<file path="config.mk">
export PLATFORM = sky130hd
export DESIGN_NAME = hazard_stall_ctrl
export DESIGN_NICKNAME = d
export VERILOG_FILES = /design/src/rtl/hazard_stall_ctrl.sv
export SDC_FILE = /design/constraint.sdc
export NUM_CORES = 1
export LEC_CHECK = 0
export BUFFER_PORTS_ARGS = -buffer_cell sky130_fd_sc_hd__buf_4
export CAP_MARGIN = 20
export CELL_PAD_IN_SITES_DETAIL_PLACEMENT = 1
export CELL_PAD_IN_SITES_GLOBAL_PLACEMENT = 1
export CORE_MARGIN = 8
export CORE_UTILIZATION = 27
export DETAILED_ROUTE_END_ITERATION = 10
export HOLD_SLACK_MARGIN = 0.15
export PLACE_DENSITY = 0.89
export SYNTH_ARGS = -nofsm -noshare
export SYNTH_HDL_FRONTEND = slang
export SYNTH_SLANG_ARGS = --single-unit
</file>
<file path="constraint.sdc">
create_clock -name clk -period 2.3 [get_ports clk]
set_input_delay 0.115 -clock clk [delete_from_list [all_inputs] [get_ports clk]]
set_output_delay 0.115 -clock clk [all_outputs]
set_load 0.005 [all_outputs]
</file>
<file path="src/rtl/hazard_stall_ctrl.sv">
// Pipeline sequencing controller: arbitrates data-memory wait states, load-use hazards and ID flushes.
// Optional HAZARD_PERF_EN adds saturating stall/flush performance counters.
module hazard_stall_ctrl #(
   parameter int MEM_TIMEOUT = 16,
   parameter int CNT_W       = 32
) (
   input  logic             clk,
   input  logic             rst,
   input  logic [4:0]       id_rs1,
   input  logic [4:0]       id_rs2,
   input  logic             id_use_rs1,
   input  logic             id_use_rs2,
   input  logic             ex_mem_read,
   input  logic [4:0]       ex_rd,
   input  logic             flush_req,
   input  logic             mem_access,
   input  logic             mem_ready,
   output logic             pc_write,
   output logic             if_id_write,
   output logic             if_id_flush,
   output logic             id_ex_write,
   output logic             id_ex_bubble,
   output logic             ex_mem_write,
   output logic             mem_wb_write,
   output logic             mem_wb_bubble,
   output logic             mem_req,
   output logic             mem_err,
   output logic [CNT_W-1:0] stall_cycles,
   output logic [CNT_W-1:0] flush_count
);

   localparam int WAIT_W = (MEM_TIMEOUT < 2) ? 1 : $clog2(MEM_TIMEOUT + 1);
   localparam logic [WAIT_W-1:0] WAIT_LIMIT = WAIT_W'(MEM_TIMEOUT - 1);

   typedef enum logic [1:0] {
      RUN,
      MEM_WAIT,
      ABORT
   } state_t;

   state_t            state_q, state_d;
   logic [WAIT_W-1:0] wait_q, wait_d;
   logic              flush_pending_q, flush_pending_d;
   logic              mem_err_q, mem_err_d;
   logic              load_use;
   logic [WAIT_W-1:0] frozen_cnt;

   assign load_use = ex_mem_read && (ex_rd != 5'd0) &&
                     ((id_use_rs1 && (ex_rd == id_rs1)) || (id_use_rs2 && (ex_rd == id_rs2)));

   // wait_q counts frozen cycles already spent on the current access; the RUN entry cycle is the first
   assign frozen_cnt = (state_q == MEM_WAIT) ? (wait_q + WAIT_W'(1)) : WAIT_W'(1);

   always_comb begin
      state_d         = state_q;
      wait_d          = wait_q;
      flush_pending_d = flush_pending_q;
      mem_err_d       = mem_err_q;
      pc_write        = 1'b1;
      if_id_write     = 1'b1;
      if_id_flush     = 1'b0;
      id_ex_write     = 1'b1;
      id_ex_bubble    = 1'b0;
      ex_mem_write    = 1'b1;
      mem_wb_write    = 1'b1;
      mem_wb_bubble   = 1'b0;
      mem_req         = 1'b0;

      if (rst) begin
         pc_write        = 1'b0;
         if_id_write     = 1'b0;
         id_ex_write     = 1'b0;
         ex_mem_write    = 1'b0;
         mem_wb_write    = 1'b0;
         if_id_flush     = 1'b1;
         id_ex_bubble    = 1'b1;
         mem_wb_bubble   = 1'b1;
         state_d         = RUN;
         wait_d          = '0;
         flush_pending_d = 1'b0;
         mem_err_d       = 1'b0;
      end else begin
         case (state_q)
            RUN, MEM_WAIT: begin
               if (mem_access || (state_q == MEM_WAIT)) begin
                  mem_req = 1'b1;
               end
               if ((mem_access || (state_q == MEM_WAIT)) && !mem_ready) begin
                  pc_write        = 1'b0;
                  if_id_write     = 1'b0;
                  id_ex_write     = 1'b0;
                  ex_mem_write    = 1'b0;
                  mem_wb_bubble   = 1'b1;
                  flush_pending_d = flush_pending_q || flush_req;
                  if (frozen_cnt >= WAIT_LIMIT) begin
                     state_d   = ABORT;
                     wait_d    = '0;
                     mem_err_d = 1'b1;
                  end else begin
                     state_d = MEM_WAIT;
                     wait_d  = frozen_cnt;
                  end
               end else if (state_q == MEM_WAIT) begin
                  // Release cycle: everything advances and any flush seen while frozen is applied now
                  if_id_flush     = flush_pending_q || flush_req;
                  flush_pending_d = 1'b0;
                  wait_d          = '0;
                  state_d         = RUN;
               end else if (load_use) begin
                  pc_write     = 1'b0;
                  if_id_write  = 1'b0;
                  id_ex_bubble = 1'b1;
               end else if (flush_req) begin
                  if_id_flush = 1'b1;
               end
            end
            ABORT: begin
               mem_wb_bubble   = 1'b1;
               if_id_flush     = flush_pending_q || flush_req;
               flush_pending_d = 1'b0;
               state_d         = RUN;
            end
            default: begin
               state_d = RUN;
            end
         endcase
      end
   end

   always_ff @(posedge clk) begin
      if (rst) begin
         state_q         <= RUN;
         wait_q          <= '0;
         flush_pending_q <= 1'b0;
         mem_err_q       <= 1'b0;
      end else begin
         state_q         <= state_d;
         wait_q          <= wait_d;
         flush_pending_q <= flush_pending_d;
         mem_err_q       <= mem_err_d;
      end
   end

   assign mem_err = mem_err_q;

`ifdef HAZARD_PERF_EN
   logic [CNT_W-1:0] stall_cycles_q, stall_cycles_d;
   logic [CNT_W-1:0] flush_count_q, flush_count_d;

   always_comb begin
      stall_cycles_d = stall_cycles_q;
      flush_count_d  = flush_count_q;
      if (!pc_write && (stall_cycles_q != {CNT_W{1'b1}})) begin
         stall_cycles_d = stall_cycles_q + CNT_W'(1);
      end
      if (if_id_flush && (flush_count_q != {CNT_W{1'b1}})) begin
         flush_count_d = flush_count_q + CNT_W'(1);
      end
   end

   always_ff @(posedge clk) begin
      if (rst) begin
         stall_cycles_q <= '0;
         flush_count_q  <= '0;
      end else begin
         stall_cycles_q <= stall_cycles_d;
         flush_count_q  <= flush_count_d;
      end
   end

   assign stall_cycles = stall_cycles_q;
   assign flush_count  = flush_count_q;
`else
   assign stall_cycles = '0;
   assign flush_count  = '0;
`endif

endmodule

</file>
==> impl_results.md <==
* Commonest cells after routing, fill and taps aside: conb_1 (64), buf_4 (32), xnor2_1 (11)
* CP required at 2.48 ns
* Critical Path Start Type: flop
* Core box area at 0.00426 mm^2
* Post-Synthesis Cells at 153
* Synth Register Bits at 9
* Lkg Pwr at 0.602 nW
* Worst-path cell chain: o21bai_1 -> nor2_1 -> o21ai_0 -> a21oi_1 -> dlygate4sd3_1
* Simple-Gate Fraction of Synth Area at 16.3%
* Clk_lat worst skew at 0.24 ns
* Crit path launch: state_q[0]
* Clk_skew at 0.00612 ns
* Routability cong. at 0.759
* Worst-case reg-to-reg path depth at 5
* Crit-path max cell delay at 0.56 ns
* Final HPWL DP at 2.87 mm
* RR Endpoint: flush_pending_q
* Hold slack at 0.217 ns
* Seq/Total Area, Yosys at 15.4%
* Clock-pin slew on the worst setup and hold paths at 0.05 ns
* Final nets at 210
* Max clock buf depth at 2
* Remaining Overflow, GRT at 0
* YS warnings at 0
* Syn Area/Cell at 7.65 um^2
* Slowest cell on crit path: dlygate4sd3_1
* Period Utilization, post-route at 79.9%
* Peak VDD IR at 116 uV
* Via/cell ratio at 3.98
* Cell area after synthesis at 0.00117 mm^2
* Maximum Capacitance Violations at 0
* Hold Crit Endpoint: state_q[0]
* Largest net degree at the start of global routing at 12
* Fin. max-slew vios at 0
* Post-synthesis mux area share at 0%
* Buf/Inv on CP at 1
* Hold path startpoint: mem_ready
* XOR/XNOR Fraction of Synth Area at 8.24%
* Class of the worst hold path: in2reg
* RSZ-0062 raised after global routing: no
* Setup TNS at 0 ns
* TritonCTS Buffers at 3
* Post-CTS sizing at 0
* # IOs at 97
* Adder-cell area share of the yosys netlist at 1.07%
* CTS H-Tree Depth at 1
* Commonest non-fill, non-tap cell in the layout: conb_1
* Post-route DRC at 0
* Port-buffer cells at 32
* TritonCTS clock tree: done
* Register area at 180 um^2
* Routed WL per cell at 14.3 um
* Maximum fanout along the worst path at 9
* Gr usage total at 9.43%
* Final Hold Viols at 0
* Clk sinks at 9
* Crit. End Element: flop
* CTS Root Buffer Type: clkbuf_8
* Post-CTS setup buffer count at 0
* Kind of cell adding the most delay to the critical path: buffers and inverters
* Share of layout cells above drive strength 1 at 20.5%
* Die Width at 81.8 um
* Synthesis-to-finish area growth at 8.02%
* R2r startpoint: state_q[0]
* First-pass GRT wire length at 4.82 mm
* Post-detailed-routing wire length at 3.38 mm
* Vias at 943
* Std-Cell Rows at 24
* DRT iter0 DRCs at 27
* Yosys cell types at 32
* Post-synthesis compound-gate area fraction at 13.6%
* Final setup viols at 0
* CP arrival at 2.02 ns
* DRT Pass-1 Iters at 4
* Antenna cells at 0
* CP Class: reg2reg
* Largest family of logic cells by synthesized area: buffers and inverters
* Pwr Density at 394 mW/mm^2
* Vias in the first global route at 1,043
* Worst reg-to-reg setup slack at 0.46 ns
* FILL cells at 557
* Minimum clock period at 1.84 ns
* Die area at 0.00670 mm^2
* Area of the multi-input gates at 698 um^2
* FMAX at 0.544 GHz
* DIE HEIGHT at 81.8 um
* Run status: complete, no violations
* Hold Path Depth at 3
* Initial antenna violation count at 0
* Post-route ant nets at 0
* Initial core utilization at 27.4%
metrics by stage:
stage	total power, mW	area (um^2)	setup WS (ns)	util, %	instances
floorplan	0.325	1410	0.853	-	216
global placement	0.301	1200	0.704	28.1	231
detailed placement	0.305	1200	0.631	28.1	231
CTS	0.497	1260	0.493	29.6	237
global route	0.534	1260	0.360	29.6	237
finish	0.498	1260	0.463	29.6	237
power breakdown:
group / total [mW] / switching [mW] / internal [mW]
Sequential: 0.165 / 0.00501 / 0.160
Combinational: 0.147 / 0.0803 / 0.0669
Clock: 0.185 / 0.0645 / 0.121
per-layer routing:
metal | vias up | track usage, % | share of wire [%]
met1 | 442 | 9.10 | 36
met5 | - | 0 | 0
met4 | 0 | 6.67 | 3.3
met2 | 51 | 17.8 | 55
met3 | 9 | 1.42 | 6.1
li1 | 441 | - | -
cell families after synthesis:
logic type / count (synthesis)
AND/OR/NAND/NOR: 35
flip-flops: 9
buffers and inverters: 73
other: 1
AO/OA/AOI/OAI: 23
XOR/XNOR: 11
adder cells (fa/ha/maj): 1
repair_timing:
item	4_1_cts	5_1_grt
setup endpoints to repair	0	0
endpoints found under the hold margin	4	0
hold buffers	2	0
worst register-to-register path: stages, from the launching register on:
cell,delay [ns]
dfxtp_1,0.49
o21bai_1,0.17
nor2_1,0.27
o21ai_0,0.15
a21oi_1,0.14
dlygate4sd3_1,0.56
worst max-delay path by stage:
stage	endpoint	slack (ns)	cells past startpoint
finish	flush_pending_q	0.46	5
global route	flush_pending_q	0.36	5
CTS	pc_write	0.49	5
detailed placement	wait_q[1]	0.63	5
global placement	wait_q[1]	0.70	5
floorplan	wait_q[1]	0.85	5
cells in the mapped netlist, drive strengths merged:
library cell	count	share of area [%]
a2bb2oi	1	0.75
nor4	1	1.1
xnor2	11	8.2
nand2	5	1.6
nor2b	1	0.54
ha	1	1.1
o21bai	1	0.64
o21a	1	0.64
conb	1	0.32
nor2	7	2.2
a32o	2	1.7
nand3	3	1.3
o21ai	6	2.9
a311oi	1	0.75
and3b	1	0.75
nor4b	1	0.75
nand4	2	1.1
a21boi	1	0.64
dfxtp	9	15
a21o	1	0.64
nand2b	5	2.7
and2	2	1.1
a21oi	5	2.1
a211oi	2	1.3
or4	1	0.64
nor3	6	2.6
o221a	1	0.96
inv	4	1.3
buf	69	44
o22ai	1	0.54
sequential cells by signal, summed over array words and instances, names as in the netlist:
name / cells
flush_pending_q: 1
mem_err: 1
state_q: 2
wait_q: 5
area by class of cell:
class | count | area share [%]
clock buffers | 4 | 3.56
inverters | 4 | 1.19
multi-input cells | 134 | 55.2
flip-flops and latches | 9 | 14.3
well taps | 52 | 5.15
repair buffers | 34 | 20.6
Note: power is estimated with default switching activity, not from simulation.
